### src/rtl/clarke_arb_if.sv
// Bundle of request, result and shared-Clarke-unit signals for clarke_arb.
// slave is the arbiter's view; master is the view of whatever surrounds it.
interface clarke_arb_if #(
   parameter int D_WIDTH = 18
);
   logic [1:0]                in_valid;
   logic [1:0]                in_ready;
   logic signed [D_WIDTH-1:0] a0;
   logic signed [D_WIDTH-1:0] b0;
   logic signed [D_WIDTH-1:0] a1;
   logic signed [D_WIDTH-1:0] b1;
   logic [1:0]                out_valid;
   logic [1:0]                out_ready;
   logic signed [D_WIDTH-1:0] alpha0;
   logic signed [D_WIDTH-1:0] beta0;
   logic signed [D_WIDTH-1:0] alpha1;
   logic signed [D_WIDTH-1:0] beta1;
   logic                      cl_start;
   logic signed [D_WIDTH-1:0] cl_a;
   logic signed [D_WIDTH-1:0] cl_b;
   logic signed [D_WIDTH-1:0] cl_alpha;
   logic signed [D_WIDTH-1:0] cl_beta;
   logic                      cl_done;
   logic                      busy;
   logic                      err;

   modport slave (
      input  in_valid, a0, b0, a1, b1, out_ready, cl_alpha, cl_beta, cl_done,
      output in_ready, out_valid, alpha0, beta0, alpha1, beta1,
             cl_start, cl_a, cl_b, busy, err
   );

   modport master (
      output in_valid, a0, b0, a1, b1, out_ready, cl_alpha, cl_beta, cl_done,
      input  in_ready, out_valid, alpha0, beta0, alpha1, beta1,
             cl_start, cl_a, cl_b, busy, err
   );
endinterface

### src/rtl/clarke_arb.sv
// Two-channel round-robin arbiter in front of one shared Clarke-transform unit.
// Results are passed through bit-exact and held per channel until consumed.
module clarke_arb #(
   parameter int D_WIDTH = 18,
   parameter int LAT     = 1
) (
   input logic        clk,
   input logic        rstb,
   clarke_arb_if.slave bus
);

   typedef enum logic [1:0] {
      ST_IDLE,
      ST_ISSUE,
      ST_WAIT,
      ST_CAPTURE
   } state_t;

   localparam logic [2:0] WAIT_INIT = 3'((LAT > 1) ? (LAT - 2) : 0);

   state_t                    state_q, state_d;
   logic [2:0]                waitCnt_q, waitCnt_d;
   logic                      rrPtr_q;
   logic                      grantCh_q;
   logic signed [D_WIDTH-1:0] opA_q;
   logic signed [D_WIDTH-1:0] opB_q;
   logic signed [D_WIDTH-1:0] alpha0_q, beta0_q, alpha1_q, beta1_q;
   logic [1:0]                outValid_q, outValid_d;
   logic                      err_q;

   logic [1:0]                eligible;
   logic                      grantValid;
   logic                      grantCh;
   logic [1:0]                inReady;

   // A channel still holding an unconsumed result is never eligible.
   always_comb begin
      eligible   = bus.in_valid & ~outValid_q;
      grantValid = 1'b0;
      grantCh    = 1'b0;
      if (state_q == ST_IDLE && rstb) begin
         if (eligible == 2'b11) begin
            grantValid = 1'b1;
            grantCh    = rrPtr_q;
         end else if (eligible[0]) begin
            grantValid = 1'b1;
            grantCh    = 1'b0;
         end else if (eligible[1]) begin
            grantValid = 1'b1;
            grantCh    = 1'b1;
         end
      end
      inReady = 2'b00;
      if (grantValid) begin
         inReady = grantCh ? 2'b10 : 2'b01;
      end
   end

   always_comb begin
      state_d   = state_q;
      waitCnt_d = waitCnt_q;
      case (state_q)
         ST_IDLE: begin
            if (grantValid) begin
               state_d = ST_ISSUE;
            end
         end
         ST_ISSUE: begin
            if (LAT > 1) begin
               state_d   = ST_WAIT;
               waitCnt_d = WAIT_INIT;
            end else begin
               state_d = ST_CAPTURE;
            end
         end
         ST_WAIT: begin
            if (waitCnt_q == 3'd0) begin
               state_d = ST_CAPTURE;
            end else begin
               waitCnt_d = waitCnt_q - 3'd1;
            end
         end
         ST_CAPTURE: begin
            state_d = ST_IDLE;
         end
         default: begin
            state_d = ST_IDLE;
         end
      endcase
   end

   // A consumed result drops its flag; a capture sets the granted channel's flag.
   always_comb begin
      outValid_d = outValid_q & ~bus.out_ready;
      if (state_q == ST_CAPTURE) begin
         outValid_d[grantCh_q] = 1'b1;
      end
   end

   always_ff @(posedge clk or negedge rstb) begin
      if (!rstb) begin
         state_q   <= ST_IDLE;
         waitCnt_q <= 3'd0;
      end else begin
         state_q   <= state_d;
         waitCnt_q <= waitCnt_d;
      end
   end

   always_ff @(posedge clk or negedge rstb) begin
      if (!rstb) begin
         rrPtr_q   <= 1'b0;
         grantCh_q <= 1'b0;
         opA_q     <= '0;
         opB_q     <= '0;
      end else if (grantValid) begin
         rrPtr_q   <= ~grantCh;
         grantCh_q <= grantCh;
         opA_q     <= grantCh ? bus.a1 : bus.a0;
         opB_q     <= grantCh ? bus.b1 : bus.b0;
      end
   end

   // Result registers only change on a capture, so they hold after consumption.
   always_ff @(posedge clk or negedge rstb) begin
      if (!rstb) begin
         alpha0_q   <= '0;
         beta0_q    <= '0;
         alpha1_q   <= '0;
         beta1_q    <= '0;
         outValid_q <= 2'b00;
         err_q      <= 1'b0;
      end else begin
         outValid_q <= outValid_d;
         if (state_q == ST_CAPTURE) begin
            if (grantCh_q) begin
               alpha1_q <= bus.cl_alpha;
               beta1_q  <= bus.cl_beta;
            end else begin
               alpha0_q <= bus.cl_alpha;
               beta0_q  <= bus.cl_beta;
            end
            if (!bus.cl_done) begin
               err_q <= 1'b1;
            end
         end
      end
   end

   assign bus.in_ready  = inReady;
   assign bus.out_valid = outValid_q;
   assign bus.alpha0    = alpha0_q;
   assign bus.beta0     = beta0_q;
   assign bus.alpha1    = alpha1_q;
   assign bus.beta1     = beta1_q;
   assign bus.cl_start  = (state_q == ST_ISSUE);
   assign bus.cl_a      = opA_q;
   assign bus.cl_b      = opB_q;
   assign bus.busy      = (state_q != ST_IDLE);
   assign bus.err       = err_q;

endmodule

### src/flat_wrapper.sv
// flat-port wrapper written by rule: the top's interface ports become plain ports
module clarke_arb_flat 
#(
   parameter int D_WIDTH = 18,
   parameter int LAT     = 1
)
  (clk, rstb, bus_in_valid, bus_a0, bus_b0, bus_a1, bus_b1, bus_out_ready, bus_cl_alpha, bus_cl_beta, bus_cl_done, bus_in_ready, bus_out_valid, bus_alpha0, bus_beta0, bus_alpha1, bus_beta1, bus_cl_start, bus_cl_a, bus_cl_b, bus_busy, bus_err);
  clarke_arb_if #(.D_WIDTH(D_WIDTH)) bus_i ();
  input logic clk;
  input logic rstb;
  input wire logic [$bits(bus_i.in_valid)-1:0] bus_in_valid;
  input wire logic [$bits(bus_i.a0)-1:0] bus_a0;
  input wire logic [$bits(bus_i.b0)-1:0] bus_b0;
  input wire logic [$bits(bus_i.a1)-1:0] bus_a1;
  input wire logic [$bits(bus_i.b1)-1:0] bus_b1;
  input wire logic [$bits(bus_i.out_ready)-1:0] bus_out_ready;
  input wire logic [$bits(bus_i.cl_alpha)-1:0] bus_cl_alpha;
  input wire logic [$bits(bus_i.cl_beta)-1:0] bus_cl_beta;
  input wire logic [$bits(bus_i.cl_done)-1:0] bus_cl_done;
  output wire logic [$bits(bus_i.in_ready)-1:0] bus_in_ready;
  output wire logic [$bits(bus_i.out_valid)-1:0] bus_out_valid;
  output wire logic [$bits(bus_i.alpha0)-1:0] bus_alpha0;
  output wire logic [$bits(bus_i.beta0)-1:0] bus_beta0;
  output wire logic [$bits(bus_i.alpha1)-1:0] bus_alpha1;
  output wire logic [$bits(bus_i.beta1)-1:0] bus_beta1;
  output wire logic [$bits(bus_i.cl_start)-1:0] bus_cl_start;
  output wire logic [$bits(bus_i.cl_a)-1:0] bus_cl_a;
  output wire logic [$bits(bus_i.cl_b)-1:0] bus_cl_b;
  output wire logic [$bits(bus_i.busy)-1:0] bus_busy;
  output wire logic [$bits(bus_i.err)-1:0] bus_err;
  assign bus_i.in_valid = bus_in_valid;
  assign bus_i.a0 = bus_a0;
  assign bus_i.b0 = bus_b0;
  assign bus_i.a1 = bus_a1;
  assign bus_i.b1 = bus_b1;
  assign bus_i.out_ready = bus_out_ready;
  assign bus_i.cl_alpha = bus_cl_alpha;
  assign bus_i.cl_beta = bus_cl_beta;
  assign bus_i.cl_done = bus_cl_done;
  assign bus_in_ready = bus_i.in_ready;
  assign bus_out_valid = bus_i.out_valid;
  assign bus_alpha0 = bus_i.alpha0;
  assign bus_beta0 = bus_i.beta0;
  assign bus_alpha1 = bus_i.alpha1;
  assign bus_beta1 = bus_i.beta1;
  assign bus_cl_start = bus_i.cl_start;
  assign bus_cl_a = bus_i.cl_a;
  assign bus_cl_b = bus_i.cl_b;
  assign bus_busy = bus_i.busy;
  assign bus_err = bus_i.err;
  clarke_arb #(.D_WIDTH(D_WIDTH), .LAT(LAT)) u_core (.clk(clk), .rstb(rstb), .bus(bus_i));
endmodule
### config.mk
export PLATFORM = sky130hd
export DESIGN_NAME = clarke_arb_flat
export DESIGN_NICKNAME = d
export VERILOG_FILES = /design/src/rtl/clarke_arb_if.sv /design/src/rtl/clarke_arb.sv /design/src/flat_wrapper.sv
export SDC_FILE = /design/constraint.sdc
export NUM_CORES = 1
export LEC_CHECK = 0
export BUFFER_PORTS_ARGS = -buffer_cell sky130_fd_sc_hd__buf_2
export CELL_PAD_IN_SITES_DETAIL_PLACEMENT = 2
export CELL_PAD_IN_SITES_GLOBAL_PLACEMENT = 2
export CORE_MARGIN = 5
export CORE_UTILIZATION = 29
export DETAILED_ROUTE_END_ITERATION = 10
export PLACE_DENSITY = 0.79
export SLEW_MARGIN = 20
export SYNTH_ARGS = -nofsm -noshare
export SYNTH_HDL_FRONTEND = slang
export SYNTH_SLANG_ARGS = --single-unit
### constraint.sdc
create_clock -name clk -period 2 [get_ports clk]
set_input_delay 0.2 -clock clk [delete_from_list [all_inputs] [get_ports clk]]
set_output_delay 0.2 -clock clk [all_outputs]
set_load 0.01 [all_outputs]
==> impl_metrics.tcl, run 1 <==
set metrics [dict create \
    die_width_um 138.9 \
    nets 698 \
    drt-met1-wl_mm 6.121 \
    synth_edf_count 0 \
    syn_avg_cell_area_um2 14.47 \
    overflow 0 \
    fin_skew_ps 5.298 \
    grt_max_degree 89 \
    outcome "complete, no violations" \
    internal-power_uw 7819 \
    setup.worst_path.end_class "output pin" \
    dr.pass1.iters 4 \
    switchingPower_uw 3916 \
    drive_gt1_share_pct 62.20 \
    cp_cell_sequence "inv_2, ha_2, and4b_1, buf_6, and2_4, buf_2" \
    rrSetupSlack_ps 210 \
    worst-path-max-fanout 4 \
    r2r_end "u_core.bus.cl_a[17]" \
    drt_iter0_drc 86 \
    hold_path_depth 2 \
    synth.area.top_cells "dfrtp_1, mux2_2, a221o_1, and3_1, ha_1" \
    drc 0 \
    dp.cells 770 \
    syn-num-nets 454 \
    worstHoldPathType "in -> reg" \
    cp_data_required_time_ps 1800 \
    area_growth_pct 44.42 \
    nFillCells 1721 \
    irDropWorstVdd_mv 0.5991 \
    seq_area_frac_synth_pct 61.27 \
    r2r-start "u_core.state_q[1]" \
    die_h_um 138.9 \
    postLayoutCellArea_um2 6960 \
    crit_type "reg -> out" \
    p_sw_share_pct 33.37 \
    cp-start-kind "register" \
    combPwrFrac_pct 37.7 \
    worst_pin_slew_ps 797.7 \
    clk_latency_ps 410 \
    ys.warnings.count 0 \
    grt_pass1_wl_mm 25.54 \
    finalNonFillerCells 811 \
    cts_root_buffer "clkbuf_16" \
    yosys.area.top_type "dfrtp_1" \
    grt_pass1_vias 4499 \
    io_buffers 229 \
    antenna_found_initial 1 \
    critPathMaxStageDelay_ps 410 \
    fin_crit_sh_pct 96.48 \
    pwr-share-seq_pct 35.6 \
    dieArea_um2 19300 \
    cts_inserted_buffers 17 \
    place_congestion 0.7780 \
    finish.utilization_pct 42.27 \
    cts_tree "yes" \
    ant_nets 0 \
    cts.path.max_buffers 2 \
    grt_usage_pct 16.83 \
    min_from "bus_b0[15]" \
    synth.most_common_cell "dfrtp_1" \
    vias_per_cell 4.741 \
    fin_crit_ps 1930 \
    wirelength_mm 16.26 \
    whs_ps 22.13 \
    slew_headroom_pct 46.82 \
    synth_top_area_share_pct 61.27 \
    synth_commonest_cells "dfrtp_1, mux2_2, a221o_1" \
    postPlaceCellArea_um2 6230 \
    path_clk_slew_ps 60 \
    pwr-share-clk_pct 26.7 \
    detail_route.wl_per_cell_um 20.04 \
    syn_area_um2 4820 \
    cts_sinks 118 \
    fmax_mhz 518.2 \
    drv_cap 0 \
    synthArstFlopShare_pct 100.0 \
    wl_met2_mm 9.085 \
    cts.htree.levels 4 \
    routed-wl-met3_um 733 \
    reg2reg_depth 7 \
    cellPowerDensity_nw_per_um2 1686 \
    synth-seq-cells 118 \
    rows 47 \
    postSynthCellCount 333 \
    top_layer "met4" \
    start_util_pct 29.27 \
    synth_cell_types 29 \
    report.final.hold_viol_count 0 \
    cp_slowest_cell "dfrtp_1" \
    hpwlAfterDp_mm 12.04 \
    finalMaxSlewViolations 0 \
    ys.flop_type "dfrtp_1" \
    vias 3845 \
    core_area_um2 16470 \
    setup_violations 0 \
    hold_path_end "u_core.bus.cl_b[15]" \
    io-pin-count 230 \
    worstPathArrival_ps 1730 \
    p_leak_uw 0.003556 \
]
[state kept, by name (all words and copies together), names as in the netlist]
name                  count
u_core.bus.err            1
u_core.waitCnt_q          3
u_core.bus.beta0         18
u_core.grantCh_q          1
u_core.bus.cl_a          18
u_core.rrPtr_q            1
u_core.bus.out_valid      2
u_core.bus.alpha1        18
u_core.bus.alpha0        18
u_core.bus.cl_b          18
u_core.bus.beta1         18
u_core.state_q            2
[power by group through the flow]
| stage | Clock (µW) | Combinational [µW] | Sequential (µW) |
|---|---|---|---|
| floorplan | 0 | 1920 | 4650 |
| global placement | 0 | 4240 | 4130 |
| detailed placement | 0 | 4440 | 4210 |
| CTS | 3210 | 4490 | 4190 |
| global route | 3340 | 4790 | 4330 |
| finish | 3130 | 4430 | 4170 |
[final cells by class]
cell class	count	area [µm²]	share of cell area, %
sequential	118	2953	42.42
multi-input combinational	180	1718	24.68
timing repair buffer	249	1355	19.47
clock buffer	18	439.2	6.310
tap	220	275.3	3.955
clock inverter	14	176.4	2.535
inverter	11	41.29	0.5932
antenna	1	2.502	0.03595
[critical path: cells and delay by family (launching register included)]
kind	cells	cell delay, ps
buffers and inverters	3	350
and+or+nand+nor	2	380
DFF	1	410
adders and majority gates	1	190
[logic make-up after synthesis]
family | count (synthesis) | synth area share [%]
buf+inv | 35 | 3.712
mux | 72 | 16.82
flops | 118 | 61.27
fa+ha+maj | 6 | 1.558
simple gates | 49 | 6.672
xor+xnor | 1 | 0.1818
compound gates | 52 | 9.787
[cell usage in the layout (no fill, tap or decap), types with 2 or more instances in the layout]
master / synthesis / layout
buf_4: 0 / 12
and3_1: 29 / 29
mux2_2: 72 / 72
a31oi_1: 2 / 2
a21o_1: 2 / 2
o21ai_0: 4 / 4
dlygate4sd3_1: 0 / 3
inv_6: 0 / 2
inv_1: 11 / 10
clkinv_2: 0 / 2
and3_2: 7 / 7
clkbuf_16: 0 / 17
a221o_1: 36 / 36
buf_2: 14 / 228
buf_12: 0 / 3
clkinv_4: 0 / 5
dfrtp_1: 118 / 118
clkinvlp_4: 0 / 2
o2111ai_1: 2 / 2
ha_1: 6 / 5
buf_6: 4 / 3
nand2_1: 3 / 2
bufinv_16: 0 / 3
and2_4: 0 / 2
[metal layers]
| layer | track usage (%) | up-vias |
|---|---|---|
| met5 | 0 | - |
| met4 | 6.231 | 0 |
| met3 | 4.069 | 22 |
| met2 | 31.45 | 131 |
| met1 | 18.39 | 1951 |
| li1 | - | 1741 |
[through the flow]
stage	setup slack (ps)	setup TNS (ps)	total power (µW)
6_report	70.39	0	11730
5_1_grt	-11.77	-11.77	12460
4_1_cts	5.739	0	11890
3_5_place_dp	177.4	0	8648
3_3_place_gp	299.5	0	8372
2_1_floorplan	289.8	0	6569
[what timing repair did]
item	4_1_cts	5_1_grt
setup endpoints to repair	2	2
pin swaps	1	0
endpoints found under the hold margin	32	0
gates resized for setup	6	5
buffers inserted	3	2
hold buffers	3	0
[worst max-delay path by stage]
| stage | from | end | slack (ps) | cells past startpoint |
|---|---|---|---|---|
| after floorplan | u_core.state_q[0] | u_core.bus.cl_a[10] | 290 | 7 |
| after global placement | u_core.state_q[0] | u_core.bus.cl_b[4] | 300 | 6 |
| after detailed placement | u_core.state_q[0] | u_core.bus.cl_b[9] | 180 | 6 |
| after CTS | u_core.state_q[1] | bus_in_ready[1] | 6 | 6 |
| after global routing | u_core.state_q[1] | bus_in_ready[1] | -10 | 6 |
| final | u_core.state_q[1] | bus_in_ready[1] | 70 | 6 |
Note: power is estimated with default switching activity, not from simulation.
==> inputs of run 2 (changes only) <==
==> constraint.sdc (replaced) <==
create_clock -name clk -period 2 [get_ports clk]
set_input_delay 0.2 -clock clk [delete_from_list [all_inputs] [get_ports clk]]
set_output_delay 0.2 -clock clk [all_outputs]
set_load 0.1 [all_outputs]
==> impl_metrics.tcl, run 2 (synthesized netlist as in run 1, its figures left out) <==
set metrics [dict create \
    dr.pass1.iters 4 \
    fmax_mhz 513.1 \
    multiInputGateArea_um2 1729 \
    io-pin-count 230 \
    slew_headroom_pct 57.69 \
    critPathMaxStageDelay_ps 420 \
    fin_crit_ps 1949 \
    path_clk_slew_ps 50 \
    cp_cell_sequence "or3b_4, buf_12, and2_4, buf_12" \
    setup.worst_path.end_class "output pin" \
    cts_sinks 118 \
    overflow 0 \
    nets 702 \
    min_from "bus_b0[10]" \
    reg2reg_depth 6 \
    crit_cells 4 \
    grt_pass1_wl_mm 26.60 \
    core_area_um2 16470 \
    cts_inserted_buffers 17 \
    fin_skew_ps 9.544 \
    nFillCells 1753 \
    hpwlAfterDp_mm 11.80 \
    rows 47 \
    critPathMostFrequentCell "buf_12" \
    fin_ws_ps 51.24 \
    drc 0 \
    drv_cap 0 \
    rrSetupSlack_ps 140 \
    worstPathArrival_ps 1750 \
    cts.htree.levels 4 \
    final_common_cell "buf_2" \
    drt_iter0_drc 108 \
    worstHoldPathType "in -> reg" \
    finalMaxSlewViolations 0 \
    report.final.hold_viol_count 0 \
    antenna_found_initial 2 \
    die_h_um 138.9 \
    drive_gt1_share_pct 62.50 \
    crit_path_start "u_core.bus.out_valid[0]" \
    clk_latency_ps 410 \
    vias_per_cell 4.770 \
    seq_area_um2 2955 \
    die_width_um 138.9 \
    outcome "complete, no violations" \
    detail_route.wl_per_cell_um 20.83 \
    grt_max_degree 49 \
    cp_data_required_time_ps 1800 \
    setup_violations 0 \
    rsz0062_at_grt "yes" \
    grt_pass1_vias 4664 \
    dieArea_um2 19300 \
    pre_cts_ws_ps 170.7 \
    area_growth_pct 46.16 \
    r2r_end "u_core.bus.alpha0[11]" \
    wirelength_mm 16.96 \
    worst_pin_slew_ps 634.7 \
    cp-start-kind "register" \
    start_util_pct 29.27 \
    cp_slowest_cell "dfrtp_2" \
    worst-path-max-fanout 19 \
    place_congestion 0.7680 \
    grt_usage_pct 17.64 \
    r2r-start "u_core.state_q[1]" \
    fin_crit_sh_pct 97.44 \
    endpoint "bus_in_ready[1]" \
    mostFrequentLayoutCells "buf_2, dfrtp_1, mux2_2" \
    cts_tree "yes" \
    worst-path-buf-inv 2 \
    cts.path.max_buffers 2 \
    cpLargestDelayFamily "simple AND/OR/NAND/NOR gates" \
    io_buffers 229 \
    crit_type "reg -> out" \
    cts_root_buffer "clkbuf_16" \
    ant_nets 0 \
    vias 3883 \
]
run 2: changes by cell type in the layout (fill, tap and decap cells not counted), sizes merged:
cell / delta
diode: +1
inv: -2
clkbuf: +2
bufinv: -2
clkinv: -2
clkinvlp: +2
bufbuf: +3
buf: +1
run 2: through the flow:
stage                     utilization (%)  hold slack [ps]  instance area [µm²]  TNS [ps]  cells
final                               42.78            22.48                 7044         0    814
after global routing                42.78            11.84                 7044    -14.05    814
after CTS                           42.53           0.1497                 7003         0    810
after detailed placement            38.14            271.1                 6280         0    767
after global placement              38.14            269.8                 6280         0    767
after floorplan                         -           -95.59                 4827         0    333
run 2: final cells by class:
class / instances / area share (%)
antenna: 2 / 0.07105
timing repair buffer: 253 / 21.53
tap: 220 / 3.908
clock buffer: 20 / 6.199
multi-input combinational: 180 / 24.55
sequential: 118 / 41.95
clock inverter: 10 / 1.208
inverter: 11 / 0.5861
run 2: worst min-delay path by stage:
stage                                end  slack [ps]  depth (start not counted)
floorplan           u_core.bus.alpha0[0]        -100                          0
global placement        u_core.grantCh_q         270                          2
detailed placement      u_core.grantCh_q         270                          2
CTS                   u_core.bus.cl_b[2]         0.1                          2
global route          u_core.bus.cl_a[5]          10                          2
finish               u_core.bus.cl_b[10]          20                          2
run 2: routing by layer:
layer	vias up	part of all wire [%]	wire [µm]	global-route usage, %
met1	1985	37	6213	18.98
met2	131	56	9432	32.63
met3	29	5.0	842	4.379
li1	1738	-	-	-
met5	-	0	0	0
met4	0	2.8	468	7.724
run 2: worst register-to-register path, delay by kind of cell, from the launching register on:
kind,cells,cell delay (ps)
multiplexers,1,420
AND/OR/NAND/NOR,1,150
flip-flops,1,390
buffers and inverters,3,480
adder cells (fa/ha/maj),1,300
run 2: what timing repair did:
| item | 4_1_cts | 5_1_grt |
|---|---|---|
| gates cloned | 3 | 0 |
| endpoints found under the setup margin | 2 | 2 |
| pin swaps | 3 | 1 |
| buffers inserted | 7 | 2 |
| gates resized for setup | 8 | 3 |
| endpoints found under the hold margin | 72 | 0 |
| hold buffers | 3 | 0 |
Power of run 2 is not shown: default switching activity piles up to over one toggle a cycle in this logic, so the estimate is an artifact.
